[src/rtl/instruction_fetch.sv]
// Instruction fetch stage: owns the program counter, issues one outstanding word
// read at a time and hands {instruction, p_count} downstream through a 2-entry buffer.
module instruction_fetch #(
    parameter logic [31:0] RESET_PC = 32'h0000_0000
) (
    input  logic        clk,
    input  logic        rst_n,
    output logic        imem_req,
    output logic [31:0] imem_addr,
    input  logic        imem_rvalid,
    input  logic [31:0] imem_rdata,
    output logic [31:0] instruction,
    output logic [31:0] p_count,
    output logic        inst_valid,
    input  logic        inst_ready,
    input  logic        redirect_valid,
    input  logic [31:0] redirect_pc
);

    // Handshakes: a beat moves when valid and ready are both high on a rising edge;
    // valid never waits on ready, and a raised valid (or imem_req) holds its payload
    // stable until the beat completes, except when a redirect or reset flushes it.

    typedef enum logic {
        RUN   = 1'b0,
        DRAIN = 1'b1
    } state_t;

    localparam logic [31:0] WORD_MASK = 32'hFFFF_FFFC;

    state_t      state;
    state_t      state_nxt;
    logic [31:0] fetch_pc;
    logic [31:0] drain_addr;
    logic        outstanding;
    logic        skid_valid;
    logic [31:0] skid_instr;
    logic [31:0] skid_pc;

    logic        accept;
    logic        load_entry;
    logic        xfer;
    logic        start_drain;

    // A response only counts while a request is actually being presented.
    assign accept      = imem_req & imem_rvalid;
    assign load_entry  = accept & (state == RUN) & ~redirect_valid;
    assign xfer        = inst_valid & inst_ready;
    assign start_drain = redirect_valid & (state == RUN) & outstanding & ~imem_rvalid;

    always_comb begin
        state_nxt = state;
        imem_req  = 1'b0;
        imem_addr = fetch_pc;
        if (state == RUN) begin
            imem_req  = rst_n & ~skid_valid;
            imem_addr = fetch_pc;
            if (start_drain) begin
                state_nxt = DRAIN;
            end
        end else begin
            // The memory has already committed to drain_addr, so keep asking for it.
            imem_req  = rst_n;
            imem_addr = drain_addr;
            if (accept) begin
                state_nxt = RUN;
            end
        end
    end

    always_ff @(posedge clk) begin
        if (!rst_n) begin
            state       <= RUN;
            fetch_pc    <= RESET_PC & WORD_MASK;
            drain_addr  <= 32'h0;
            outstanding <= 1'b0;
            skid_valid  <= 1'b0;
            skid_instr  <= 32'h0;
            skid_pc     <= 32'h0;
            inst_valid  <= 1'b0;
            instruction <= 32'h0;
            p_count     <= 32'h0;
        end else begin
            state       <= state_nxt;
            outstanding <= imem_req & ~imem_rvalid;

            if (redirect_valid) begin
                fetch_pc   <= redirect_pc & WORD_MASK;
                inst_valid <= 1'b0;
                skid_valid <= 1'b0;
                if (start_drain) begin
                    drain_addr <= imem_addr;
                end
            end else begin
                if (load_entry) begin
                    fetch_pc <= fetch_pc + 32'd4;
                end

                if (xfer || !inst_valid) begin
                    // Output register is free this cycle: oldest data first.
                    if (skid_valid) begin
                        instruction <= skid_instr;
                        p_count     <= skid_pc;
                        inst_valid  <= 1'b1;
                        skid_valid  <= 1'b0;
                    end else if (load_entry) begin
                        instruction <= imem_rdata;
                        p_count     <= fetch_pc;
                        inst_valid  <= 1'b1;
                    end else begin
                        inst_valid  <= 1'b0;
                    end
                end else if (load_entry) begin
                    // Output is stalled; requests stop while skid is occupied.
                    skid_instr <= imem_rdata;
                    skid_pc    <= fetch_pc;
                    skid_valid <= 1'b1;
                end
            end
        end
    end

endmodule

[config.mk]
export PLATFORM = sky130hd
export DESIGN_NAME = instruction_fetch
export DESIGN_NICKNAME = d
export VERILOG_FILES = /design/src/rtl/instruction_fetch.sv
export SDC_FILE = /design/constraint.sdc
export NUM_CORES = 1
export LEC_CHECK = 0
export CAP_MARGIN = 5
export CORE_MARGIN = 10
export CORE_UTILIZATION = 56
export DETAILED_ROUTE_END_ITERATION = 16
export PLACE_DENSITY_LB_ADDON = 0.2
export SLEW_MARGIN = 15
export SYNTH_ARGS = -nofsm -noshare
export SYNTH_HDL_FRONTEND = slang
export SYNTH_SLANG_ARGS = --single-unit
[constraint.sdc]
create_clock -name clk -period 7 [get_ports clk]
set_clock_uncertainty 0.2 [all_clocks]
set_input_delay 1.05 -clock clk [delete_from_list [all_inputs] [get_ports clk]]
set_output_delay 1.05 -clock clk [all_outputs]
set_load 0.1 [all_outputs]
==> results of run 1 <==
## power breakdown
part           internal, mW  total, mW  leakage, nW  switching [mW]
Sequential             1.11       1.15         1.55          0.0369
Clock                 0.576      0.988        0.284           0.411
Combinational         0.136      0.457         2.36           0.320
Total                  1.83       2.60         4.19           0.768
## cells in the mapped netlist, types with 2 or more instances
cell type  instances
buf_2              4
or3_1              6
xor2_1            11
nor2b_1            2
mux2_2            27
and3_1             7
nor3_1             5
nand2_1          269
nand3_1           10
buf_1             11
a21boi_0          93
dfxtp_1          190
o211ai_1           3
a31oi_1            6
inv_1              5
o211a_1           62
nor4_1             2
a21oi_1           21
nor2_1             7
mux2i_1           60
and2_1             8
nand2b_1           3
o21ai_0           35
and4_1             4
xnor2_1           10
nand4_1            8
clkbuf_1          72
buf_4              2
## tightest hold or removal path: cells and delay by family (launching register included)
kind            cells  cell delay [ps]
compound gates      1               60
flops               1              310
simple gates        1               40
## registers in the layout, indices dropped and copies added, names as in the netlist
| signal | flops |
|---|---|
| drain_addr | 32 |
| fetch_pc | 30 |
| inst_valid | 1 |
| instruction | 32 |
| outstanding | 1 |
| p_count | 30 |
| skid_instr | 32 |
| skid_pc | 30 |
| skid_valid | 1 |
| state | 1 |
## area by class of cell
class	instances	area, sq um
clock buffers	24	503
fillers	1137	4040
clock inverters	8	104
inverters	5	18.8
well taps	184	230
flip-flops and latches	190	3810
repair buffers	171	1690
multi-input cells	671	4250
## stage by stage
step | std cells | hold slack, ps | area (sq um) | setup WS, ps
6_report | 1253 | 263 | 10600 | 2550
5_1_grt | 1253 | 282 | 10600 | 2420
4_1_cts | 1253 | 267 | 10600 | 2550
3_5_place_dp | 1221 | 256 | 10000 | 2570
3_3_place_gp | 1221 | 249 | 10000 | 2570
2_1_floorplan | 956 | 240 | 8420 | 2210
## metal layers
metal,vias up,wire (microns),GRT usage
met5,-,0,0
met4,0,178,0.0613
met3,11,1680,0.0718
met2,171,10400,0.350
met1,3342,9360,0.255
li1,3472,-,-
## cells by family (layout without fill, tap and decap cells)
kind of cell / Yosys count / after routing
buffers and inverters: 95 / 208
AND/OR/NAND/NOR: 336 / 336
flip-flops: 190 / 190
other: 1 / 2
AO/OA/AOI/OAI: 224 / 224
multiplexers: 87 / 87
XOR/XNOR: 21 / 21
adder cells (fa/ha/maj): 1 / 1
## worst max path at each step
stage	start	end	cells past startpoint
6_report	rst_n	imem_req	3
5_1_grt	rst_n	imem_req	3
2_1_floorplan	rst_n	imem_req	2
4_1_cts	rst_n	imem_req	3
3_5_place_dp	rst_n	imem_req	3
3_3_place_gp	rst_n	imem_req	3
==> impl_results.md, run 1 <==
* Status: finished, final reports clean
* Worst reg2reg path endpoint: p_count[17]$_SDFFE_PN0P_
* Initial Util at 0.575
* First drt pass iteration count at 5
* Post_cts resized at 0
* First-pass GRT wire length at between 30000 and 40000 microns
* Complex-gate fraction of the synthesized area at 0.201
* Reg2Reg Depth at 6
* Pin count of the biggest net entering global routing at 104
* Vias per inst at 5.58
* WHS Endpoint: drain_addr[13]$_SDFFE_PN0P_
* Yosys top cell area share at 0.452
* Clk slew on worst S/H paths at 60 ps
* Worst-Skew Late Latency at 430 ps
* CTS tree: yes
* Slowest CP cell: clkdlybuf4s50_1
* Ranking of synthesized cells by area: dfxtp_1 (45%), nand2_1 (12%), a21boi_0 (8.3%)
* Final WL at approximately 22000 microns
* Worst Setup End Kind: output port
* Routed vias at roughly 7000
* Total core area at 14600 sq um
* Initial antenna violation count at 0
* Total global routing overflow at 0
* Commonest cells after routing, fill and taps aside: nand2_1 (268), dfxtp_1 (188), clkdlybuf4s50_1 (161)
* Max Clock Freq at between 200 and 250 MHz
* Multiplexer share of the synthesized area at 0.108
* Chip width at 143 microns
* Hold_sp: drain_addr[13]$_SDFFE_PN0P_
* Post-CTS setup repair buffer count at 0
* Synth cell types at 40
* Share of cells above drive strength 1 at 0.0702
* Tot Pwr at roughly 2.6 mW
* Mapped Cells at between 900 and 1000
* Root Buffer: clkbuf_16
* Commonest non-fill, non-tap cell in the layout: nand2_1
* Fraction of the mapped netlist area in adder cells at 0.00149
* CTS Buf Count at 17
* Cells on Worst Hold Path at 2
* Crit path buf inv count at 2
* Antenna diode count at 0
* Critical Path Start Type: input port
* Sequential area share after synthesis at 0.452
* Critical R2R Launch: skid_valid$_SDFFE_PP0P_
* Row count at between 40 and 50
* Max incr delay on CP at between 1000 and 1500 ps
* HPWL Detailed at between 10000 and 15000 microns
* DRT iter0 DRCs at 433
* Placer Congestion at roughly 0.82
* PwrDens at between 200 and 250 nW/um^2
* Top FF cell, synth: dfxtp_1
* Synthesis-stage register bit count at 190
* Mapped Area at 8410 sq um
* Crit Path Category: in2out
* Gr usage total at 0.211
* Hold WC Path Type: reg2reg
* Net count, final at about 1100
* Synth Area in XOR/XNOR at 0.0219
* CTS Hold Buffers Added at 0
* IO Count at 167
* Sink Count at 190
* DIE HEIGHT at 143 microns
* Final-report max-slew violation count at 0
* Crit path cell chain: buf_4, a21boi_0, clkdlybuf4s50_1
* Post-Synth Simple-Gate Area at 0.171
* Final hold violation count at 0
* Reg2Reg Setup Slack at ~3800 ps
* Largest family of logic cells by synthesized area: compound AO/OA/AOI/OAI gates
* Post-synth EDFFs at 0
* CP top delay family: buffers and inverters
* Drt drc at 0
* Leakage at roughly 4.2 nW
* CP arrival at roughly 3200 ps
* Worst ir drop on vdd at about 0.00018 V
* IO Port Bufs at roughly 160
* Die area at about 20000 sq um
* Minimum clock period at around 4400 ps
* RSZ-0062 raised after global routing: false
* Antenna-violating nets left at 0
* Worst Path Required at ~5800 ps
* Slew @ Worst Pin at about 1000 ps
* Vias in the first global route at 6814
* TNS Setup at 0 ps
* Layout area overhead at 26.0%
* Yosys top cell by area: dfxtp_1
* Ys async rst share at 0
* Largest fanout on the critical path at 90
* Max-capacitance violation count at 0
* Syn Area/Cell at around 8.8 sq um
* Clk buf depth at 2
* Yosys warns at 0
* H-tree Lvls at 4
* Worst slew margin at 0.308
* Final period utilization at 0.635
* Final setup viols at 0
* Layout Utilization at 0.724
* WL per Instance at 17.3 microns
(Power assumes the default switching activity.)
==> inputs of run 2 (changes only) <==
--- a/config.mk
+++ b/config.mk
@@ -7,7 +7,7 @@
 export LEC_CHECK = 0
 export CAP_MARGIN = 5
 export CORE_MARGIN = 10
-export CORE_UTILIZATION = 56
+export CORE_UTILIZATION = 52
 export DETAILED_ROUTE_END_ITERATION = 16
 export PLACE_DENSITY_LB_ADDON = 0.2
 export SLEW_MARGIN = 15
==> constraint.sdc (replaced) <==
create_clock -name clk -period 4.7 [get_ports clk]
set_clock_uncertainty 0.2 [all_clocks]
set_input_delay 0.705 -clock clk [delete_from_list [all_inputs] [get_ports clk]]
set_output_delay 0.705 -clock clk [all_outputs]
set_load 0.1 [all_outputs]
==> run 2 against run 1 <==
Net effect:
- non-clock buffer count grew 3
- core utilization fell by 5.4 points
- final area increased by 0.46%
- global-route usage shrank 1.3 points
- sequential power grew 50%
- via count is 0.84% lower
- count of clock-buffer cells in the layout unchanged
- largest power group unchanged
- sequential share of layout area down 0.16 points
- clock power increased by 44%
- worst hold slack hardly changed
==> impl_results.md, run 2 (synthesis gave the netlist of run 1 again) <==
* Multi-input logic area at 4250 sq um
* Chip width at approximately 150 microns
* Post-CTS setup repair buffer count at 0
* Metal2 WL at 10400 microns
* CTS Hold Buffers Added at 0
* Final period utilization at 0.801
* Worst slew margin at 0.305
* Sink Count at 190
* TNS Setup at 0 ps
* Commonest non-fill, non-tap cell in the layout: nand2_1
* First-pass GRT wire length at 35300 microns
* Vias in the first global route at ~6700
* Net count, final at 1129
* Pin count of the biggest net entering global routing at ~110
* Initial Util at 0.530
* Row count at 46
* Filler Cells Inserted at 1352
* Root Buffer: clkbuf_16
* Post_cts resized at 0
* Clk slew on worst S/H paths at ~60 ps
* Worst ir drop on vdd at ~0.00027 V
* Largest fanout on the critical path at 39
* Worst-Skew Late Latency at 430 ps
* Critical Path Start Type: flop
* Commonest cells after routing, fill and taps aside: nand2_1 (268), dfxtp_1 (188), clkdlybuf4s50_1 (159)
* IO Port Bufs at roughly 160
* Layout Utilization at 0.671
* CTS Buf Count at 17
* PwrDens at around 360 nW/um^2
* Total global routing overflow at 0
* Status: finished, final reports clean
* Placer Congestion at between 0.7 and 0.8
* First drt pass iteration count at 5
* Drt drc at 0
* Top sig layer: met4
* H-tree Lvls at 4
* Final setup viols at 0
* Largest registers: drain_addr: 32 flops, instruction: 32 flops, skid_instr: 32 flops
* Hold WC Path Type: reg2reg
* Max-capacitance violation count at 0
* Layout area overhead at 26.6%
* IO Count at between 150 and 200
* Share of cells above drive strength 1 at 0.0720
* M1 wire length at roughly 9300 microns
* Die area at ~22000 sq um
* Reg area at between 3000 and 4000 sq um
* Routed met3 length at ~1800 microns
* Slew @ Worst Pin at between 1000 and 1500 ps
* CP arrival at approximately 2900 ps
* Worst Path Required at 3800 ps
* Initial antenna violation count at 0
* Final hold violation count at 0
* Antenna-violating nets left at 0
* Leakage at ~4.2 nW
* CTS tree: yes
* Routed vias at 6937
* WL per Instance at roughly 17 microns
* DRT iter0 DRCs at around 530
* Total core area at 15900 sq um
* DIE HEIGHT at between 100 and 150 microns
* Final-report max-slew violation count at 0
* RSZ-0062 raised after global routing: false
* Antenna diode count at 0
* Worst Setup End Kind: output port
* Clk buf depth at 2
* Vias per inst at 5.40
* Minimum clock period at roughly 3800 ps
* Max Clock Freq at ~270 MHz
* Crit Path Category: reg2out
* Final WL at about 22000 microns
* Gr usage total at 0.198
* HPWL Detailed at ~14000 microns
run 2: changes by cell type in the layout (fill, tap and decap cells not counted), sizes merged:
cell	delta
buf	+5
clkdlybuf4s50	-2
clkinv	-2
clkinvlp	-2
inv	+1
run 2: final cells by class:
type,count,share of cell area
Clock buffer,24,0.0462
Timing Repair Buffer,174,0.162
Clock inverter,5,0.00764
Inverter,5,0.00176
Tap cell,216,0.0254
Multi-Input combinational cell,671,0.399
Sequential cell,190,0.358
run 2: layer usage:
metal,GRT usage,vias to the layer above
li1,-,3464
met1,0.241,3265
met3,0.0679,23
met5,0,-
met4,0.0570,0
met2,0.323,185
run 2: final timing paths:
path         depth (start not counted)  slack [ps]                   startpoint                          end
max                                  3         940             state$_SDFF_PN0_                imem_addr[17]
min                                  2         260  skid_instr[10]$_SDFFE_PN0P_  skid_instr[10]$_SDFFE_PN0P_
max reg2reg                          5        1750             state$_SDFF_PN0_    fetch_pc[26]$_SDFFE_PN0P_
min reg2reg                          2         260  skid_instr[10]$_SDFFE_PN0P_  skid_instr[10]$_SDFFE_PN0P_
run 2: through the flow:
| stage | power [mW] | cell area (sq um) | setup slack, ps | std cells | hold WS [ps] |
|---|---|---|---|---|---|
| final | 3.82 | 10700 | 937 | 1285 | 263 |
| after global routing | 3.94 | 10700 | 794 | 1285 | 285 |
| after CTS | 3.85 | 10700 | 925 | 1285 | 266 |
| after detailed placement | 2.44 | 10100 | 1260 | 1256 | 257 |
| after global placement | 2.43 | 10100 | 1290 | 1256 | 248 |
| after floorplan | 2.24 | 8420 | 600 | 956 | 240 |
run 2: power by group:
| group | total, mW | switching [mW] | internal [mW] | leakage [nW] |
|---|---|---|---|---|
| clock network | 1.42 | 0.588 | 0.832 | 0.275 |
| registers | 1.72 | 0.0557 | 1.66 | 1.55 |
| logic | 0.684 | 0.480 | 0.204 | 2.38 |
| total | 3.82 | 1.12 | 2.70 | 4.21 |
run 2: critical path, cell delays in order (launching register included):
cell             delay, ps
dfxtp_2                920
nand2_1                120
o21ai_0                150
clkdlybuf4s50_1       1200
